`src/rtl/dma_spi_master_if.sv`:
```
// dma_spi_master_if: DMA byte handshake plus SPI pins for the SPI master
interface dma_spi_master_if #(parameter int DIV_W = 4);
  logic             spi_req;
  logic [7:0]       spi_wrdata;
  logic [7:0]       spi_rddata;
  logic             spi_stb;
  logic             spi_start;
  logic [DIV_W-1:0] spi_div;
  logic             spi_busy;
  logic             spi_sck;
  logic             spi_mosi;
  logic             spi_miso;
  modport master (
    output spi_req, spi_wrdata, spi_div, spi_miso,
    input  spi_rddata, spi_stb, spi_start, spi_busy, spi_sck, spi_mosi
  );
  modport slave (
    input  spi_req, spi_wrdata, spi_div, spi_miso,
    output spi_rddata, spi_stb, spi_start, spi_busy, spi_sck, spi_mosi
  );
endinterface

```
`src/rtl/dma_spi_master.sv`:
```
// dma_spi_master: mode-0 SPI byte shifter driven by a DMA level request
module dma_spi_master #(
  parameter int DIV_W = 4
) (
  input logic             clk,
  input logic             reset,
  dma_spi_master_if.slave bus
);
  typedef enum logic {IDLE, SHIFT} state_t;
  state_t           state, state_nx;
  logic [7:0]       tx, rx, rd;
  logic [DIV_W-1:0] div_l, cnt;
  logic [2:0]       bits;
  logic             sck, tick, done;
  // half-period expiry and end of the 8th falling edge
  always_comb begin
    tick = cnt == '0;
    done = state == SHIFT && tick && sck && bits == 3'd0;
  end
  // state register
  always_ff @(posedge clk)
    state <= reset ? IDLE : state_nx;
  // next state: a request starts a byte, the last falling edge ends it
  always_comb
    state_nx = state == IDLE ? (bus.spi_req ? SHIFT : IDLE) : (done ? IDLE : SHIFT);
  // outputs: accept pulses only in IDLE and never while reset is asserted
  always_comb begin
    bus.spi_stb    = state == IDLE && bus.spi_req && !reset;
    bus.spi_start  = state == IDLE && bus.spi_req && !reset;
    bus.spi_busy   = state == SHIFT;
    bus.spi_mosi   = state == SHIFT ? tx[7] : 1'b1;
    bus.spi_sck    = sck;
    bus.spi_rddata = rd;
  end
  // datapath: divider is latched at accept so later spi_div changes wait for the next byte
  always_ff @(posedge clk) begin
    if (reset) begin
      tx    <= '0;
      rx    <= '0;
      rd    <= 8'hFF;
      div_l <= '0;
      cnt   <= '0;
      bits  <= '0;
      sck   <= 1'b0;
    end else if (state == IDLE) begin
      if (bus.spi_req) begin
        tx    <= bus.spi_wrdata;
        div_l <= bus.spi_div;
        cnt   <= bus.spi_div;
        bits  <= '0;
        sck   <= 1'b0;
      end
    end else if (tick) begin
      cnt <= div_l;
      sck <= ~sck;
      if (!sck) begin
        rx   <= {rx[6:0], bus.spi_miso};
        bits <= bits + 3'd1;
      end else begin
        tx <= {tx[6:0], 1'b0};
        if (bits == 3'd0) rd <= rx;
      end
    end else begin
      cnt <= cnt - 1'b1;
    end
  end
endmodule
```
`src/flat_wrapper.sv`:
```
// flat-port wrapper written by rule: the top's interface ports become plain ports
module dma_spi_master_flat 
#(
  parameter int DIV_W = 4
)
  (clk, reset, bus_spi_req, bus_spi_wrdata, bus_spi_div, bus_spi_miso, bus_spi_rddata, bus_spi_stb, bus_spi_start, bus_spi_busy, bus_spi_sck, bus_spi_mosi);
  dma_spi_master_if #(.DIV_W(DIV_W)) bus_i ();
  input logic clk;
  input logic reset;
  input wire logic [$bits(bus_i.spi_req)-1:0] bus_spi_req;
  input wire logic [$bits(bus_i.spi_wrdata)-1:0] bus_spi_wrdata;
  input wire logic [$bits(bus_i.spi_div)-1:0] bus_spi_div;
  input wire logic [$bits(bus_i.spi_miso)-1:0] bus_spi_miso;
  output wire logic [$bits(bus_i.spi_rddata)-1:0] bus_spi_rddata;
  output wire logic [$bits(bus_i.spi_stb)-1:0] bus_spi_stb;
  output wire logic [$bits(bus_i.spi_start)-1:0] bus_spi_start;
  output wire logic [$bits(bus_i.spi_busy)-1:0] bus_spi_busy;
  output wire logic [$bits(bus_i.spi_sck)-1:0] bus_spi_sck;
  output wire logic [$bits(bus_i.spi_mosi)-1:0] bus_spi_mosi;
  assign bus_i.spi_req = bus_spi_req;
  assign bus_i.spi_wrdata = bus_spi_wrdata;
  assign bus_i.spi_div = bus_spi_div;
  assign bus_i.spi_miso = bus_spi_miso;
  assign bus_spi_rddata = bus_i.spi_rddata;
  assign bus_spi_stb = bus_i.spi_stb;
  assign bus_spi_start = bus_i.spi_start;
  assign bus_spi_busy = bus_i.spi_busy;
  assign bus_spi_sck = bus_i.spi_sck;
  assign bus_spi_mosi = bus_i.spi_mosi;
  dma_spi_master #(.DIV_W(DIV_W)) u_core (.clk(clk), .reset(reset), .bus(bus_i));
endmodule
```
`config.mk`:
```
export PLATFORM = sky130hd
export DESIGN_NAME = dma_spi_master_flat
export DESIGN_NICKNAME = d
export VERILOG_FILES = /design/src/rtl/dma_spi_master_if.sv /design/src/rtl/dma_spi_master.sv /design/src/flat_wrapper.sv
export SDC_FILE = /design/constraint.sdc
export NUM_CORES = 1
export LEC_CHECK = 0
export CAP_MARGIN = 25
export CORE_MARGIN = 5
export CORE_UTILIZATION = 30
export DETAILED_ROUTE_END_ITERATION = 10
export SYNTH_ARGS = -nofsm -noshare
export SYNTH_HDL_FRONTEND = slang
export SYNTH_SLANG_ARGS = --single-unit
```
`constraint.sdc`:
```
create_clock -name clk -period 3.7 [get_ports clk]
set_input_delay 0.74 -clock clk [delete_from_list [all_inputs] [get_ports clk]]
set_output_delay 0.74 -clock clk [all_outputs]
set_load 0.005 [all_outputs]
```
==> results by group <==
Timing
  – Final setup fails: 0
  – Tmin final: 2.93 ns
  – RSZ-0062 raised after global routing: false
  – Tcrit/Tclk final: 0.791
  – Fmax: 0.342 GHz
  – Setup_tns: 0 ns
  – Fin worst setup slack: 0.773 ns
  – Pins Over Slew Limit: 0
  – Final hold viol count: 0
  – Clock skew: 0.00310 ns
  – Rel. slew slack: 0.569
  – Worst Max-Slew Pin Slew: 0.643 ns

Clock network
  – Clock slew seen by the registers of the worst setup and hold paths: 0.07 ns
  – TritonCTS buffer count: 5
  – Clk buf depth: 2
  – Cts repair resizes: 0
  – Clk root buf: clkbuf_8
  – CTS tree: built
  – H-tree levels: 2
  – Hold Buf Count CTS: 0
  – Setup repair bufs after CTS: 0
  – Worst skew pair latency: 0.29 ns
  – Clk sinks: 37

Synth
  – Synth area leaders: dfxtp_1, mux2i_1, a211oi_1, a21oi_1, nor2_1
  – Cells after Synth: 195
  – Post-Synthesis Cell Area: 1710 µm²
  – Top_reg_cell synth: dfxtp_1
  – Synth cell types: 33
  – Combinational family with the most area after synthesis: compound AO/OA/AOI/OAI gates
  – Syn Nets: 214
  – Area leader, netlist: dfxtp_1
  – Post-synth EDFFs: 0
  – Post-synthesis sequential area ratio: 0.433
  – Synth Area in Adders: 0.0220
  – Fraction of registers with async set/reset: 0
  – Post-Synth XOR/XNOR Area: 0.00512
  – Post-synthesis mux area share: 0.100
  – Yosys warning count: 0
  – Synth Area in Simple Gates: 0.172
  – Mapped Avg Cell Area: 8.76 µm²
  – Number of synthesized register bits: 37
  – Post-synth top cells: dfxtp_1, nor2_1, a211oi_1, mux2i_1, a21oi_1
  – Top-count cell post-synth: dfxtp_1
  – Post-synthesis compound-gate area fraction: 0.198
  – Yosys top cell area share: 0.433

GRT
  – Pin count of the biggest net entering global routing: 45
  – Met3 Track Usage GR: 0.0301
  – GRT Total Usage: 0.110
  – GRT overflow: 0
  – First-pass GRT wire length: 6.56 mm
  – GR Util met1: 0.141
  – GR peak layer: met2
  – Antenna violations before repair: 0
  – Number of global-route vias before repair: 1455
  – GR Layer Usage met2: 0.176

Detailed routing
  – Total number of vias: 1431
  – Antenna Nets Post-Route: 0
  – DRT Pass-1 Iters: 4
  – Drt wl/cell: 13.2 µm
  – Residual DRC count: 0
  – Vias/cell: 4.93
  – DR iter-0 viols: 81
  – Final wirelength: 3.82 mm

Floorplanning
  – Starting density of the core: 0.310
  – Die height: 85.5 µm
  – Io pins: 29
  – Die width: 85.5 µm
  – Core area: 5510 µm²
  – Die area: 7310 µm²
  – # rows: 27

Worst setup path
  – Setup crit end kind: output port
  – CP startpoint kind: input pin
  – Critical path data required time: 2.96 ns
  – Path depth of the worst reg2reg path: 5
  – Crit path DAT: 2.19 ns
  – Worst Setup Path Type: in2out
  – Worst reg2reg startpoint: u_core.cnt[0]
  – Flop-to-flop setup slack: 1.42 ns
  – Crit Reg-Reg Endpoint: u_core.bus.spi_rddata[1]
  – Crit Path Max Fanout: 10

Cells and area
  – Area grow syn2layout: 25.3%
  – Ant diodes: 0
  – Post-layout util: 0.389
  – Layout cells sized above 1: 0.0688
  – Fill cells: 561
  – Final instance area: 2140 µm²
  – # nets final: 236
  – Final cell count without fillers: 290

Pwr
  – Pwr dens: 433 nW/µm²
  – Leak: 0.826 nW
  – Peak supply drop: 0.000140 V

Place
  – Placed cell count: 282
  – DP HPWL: 2.47 mm
  – Setup Slack @ Placement: 0.741 ns
  – Gp weighted congestion: 0.697
  – Port Buffers: 28
  – Area after DPL: 2030 µm²

Min path
  – WHS Endpoint: u_core.div_l[3]
  – Hold Crit Class: reg2reg
  – Hold Path Stages: 2
  – HP Start: u_core.div_l[3]

Run
  – Max-cap violations: 0

Outcome
  – Status: complete, no violations
==> kinds of logic (layout without fill, tap and decap cells) <==
kind of cell    Yosys count  count (layout)
xor+xnor                  1               1
fa+ha+maj                 3               3
compound gates           53              53
mux                      17              17
flops                    37              37
buf+inv                  25              48
simple gates             59              59
==> sequential cells by signal (all words and copies together), names as in the netlist <==
| name | cells |
|---|---|
| u_core.bus.spi_busy | 1 |
| u_core.tx | 8 |
| u_core.rx | 8 |
| u_core.bits | 3 |
| u_core.bus.spi_sck | 1 |
| u_core.bus.spi_rddata | 8 |
| u_core.cnt | 4 |
| u_core.div_l | 4 |
==> report_power, final <==
| group | total (mW) | internal (mW) | switching [mW] | leakage (nW) |
|---|---|---|---|---|
| clock network | 0.364 | 0.220 | 0.144 | 0.0585 |
| registers | 0.432 | 0.417 | 0.0151 | 0.302 |
| logic | 0.131 | 0.0637 | 0.0672 | 0.465 |
| total | 0.927 | 0.700 | 0.227 | 0.826 |
==> worst max-delay path by stage <==
stage,startpoint,cells past startpoint,end,slack [ns]
global placement,bus_spi_req,4,bus_spi_start,0.76
finish,bus_spi_req,4,bus_spi_stb,0.77
detailed placement,bus_spi_req,4,bus_spi_stb,0.74
floorplan,reset,4,bus_spi_stb,1.45
CTS,bus_spi_req,4,bus_spi_stb,0.74
global route,bus_spi_req,4,bus_spi_stb,0.68
==> worst max-delay path: stages <==
cell and delay, ns:
clkdlybuf4s50_1 0.67, nand2b_1 0.12, nor2_1 0.14, clkdlybuf4s50_1 0.52
==> area by class of cell <==
cell class,instances,area [µm²],share of cell area
multi-input cells,133,851,0.397
flip-flops and latches,37,741,0.346
repair buffers,33,318,0.148
well taps,72,90.1,0.0421
clock buffers,7,86.3,0.0403
clock inverters,1,30.0,0.0140
inverters,7,26.3,0.0123
==> cell usage in the layout, fill, tap and decap left out, types with 6 or more instances in the layout <==
cell type / n
mux2i_1: 16
a21oi_1: 15
nor2_1: 18
clkdlybuf4s50_1: 28
clkbuf_8: 6
o21ai_0: 10
a211oi_1: 16
nand3_1: 13
nand2_1: 10
inv_1: 7
dfxtp_1: 37
==> stage by stage <==
| step | hold slack, ns | power (mW) |
|---|---|---|
| floorplan | 0.433 | 0.527 |
| CTS | 0.459 | 0.938 |
| detailed placement | 0.448 | 0.573 |
| global route | 0.476 | 0.973 |
| global placement | 0.446 | 0.572 |
| finish | 0.458 | 0.927 |
==> routing by layer <==
| layer | vias to the layer above | wire (µm) |
|---|---|---|
| met5 | - | 0 |
| met4 | 0 | 71 |
| met3 | 6 | 136 |
| met2 | 22 | 1710 |
| met1 | 669 | 1910 |
| li1 | 734 | - |
No activity file was read; power rests on OpenSTA's default activity.
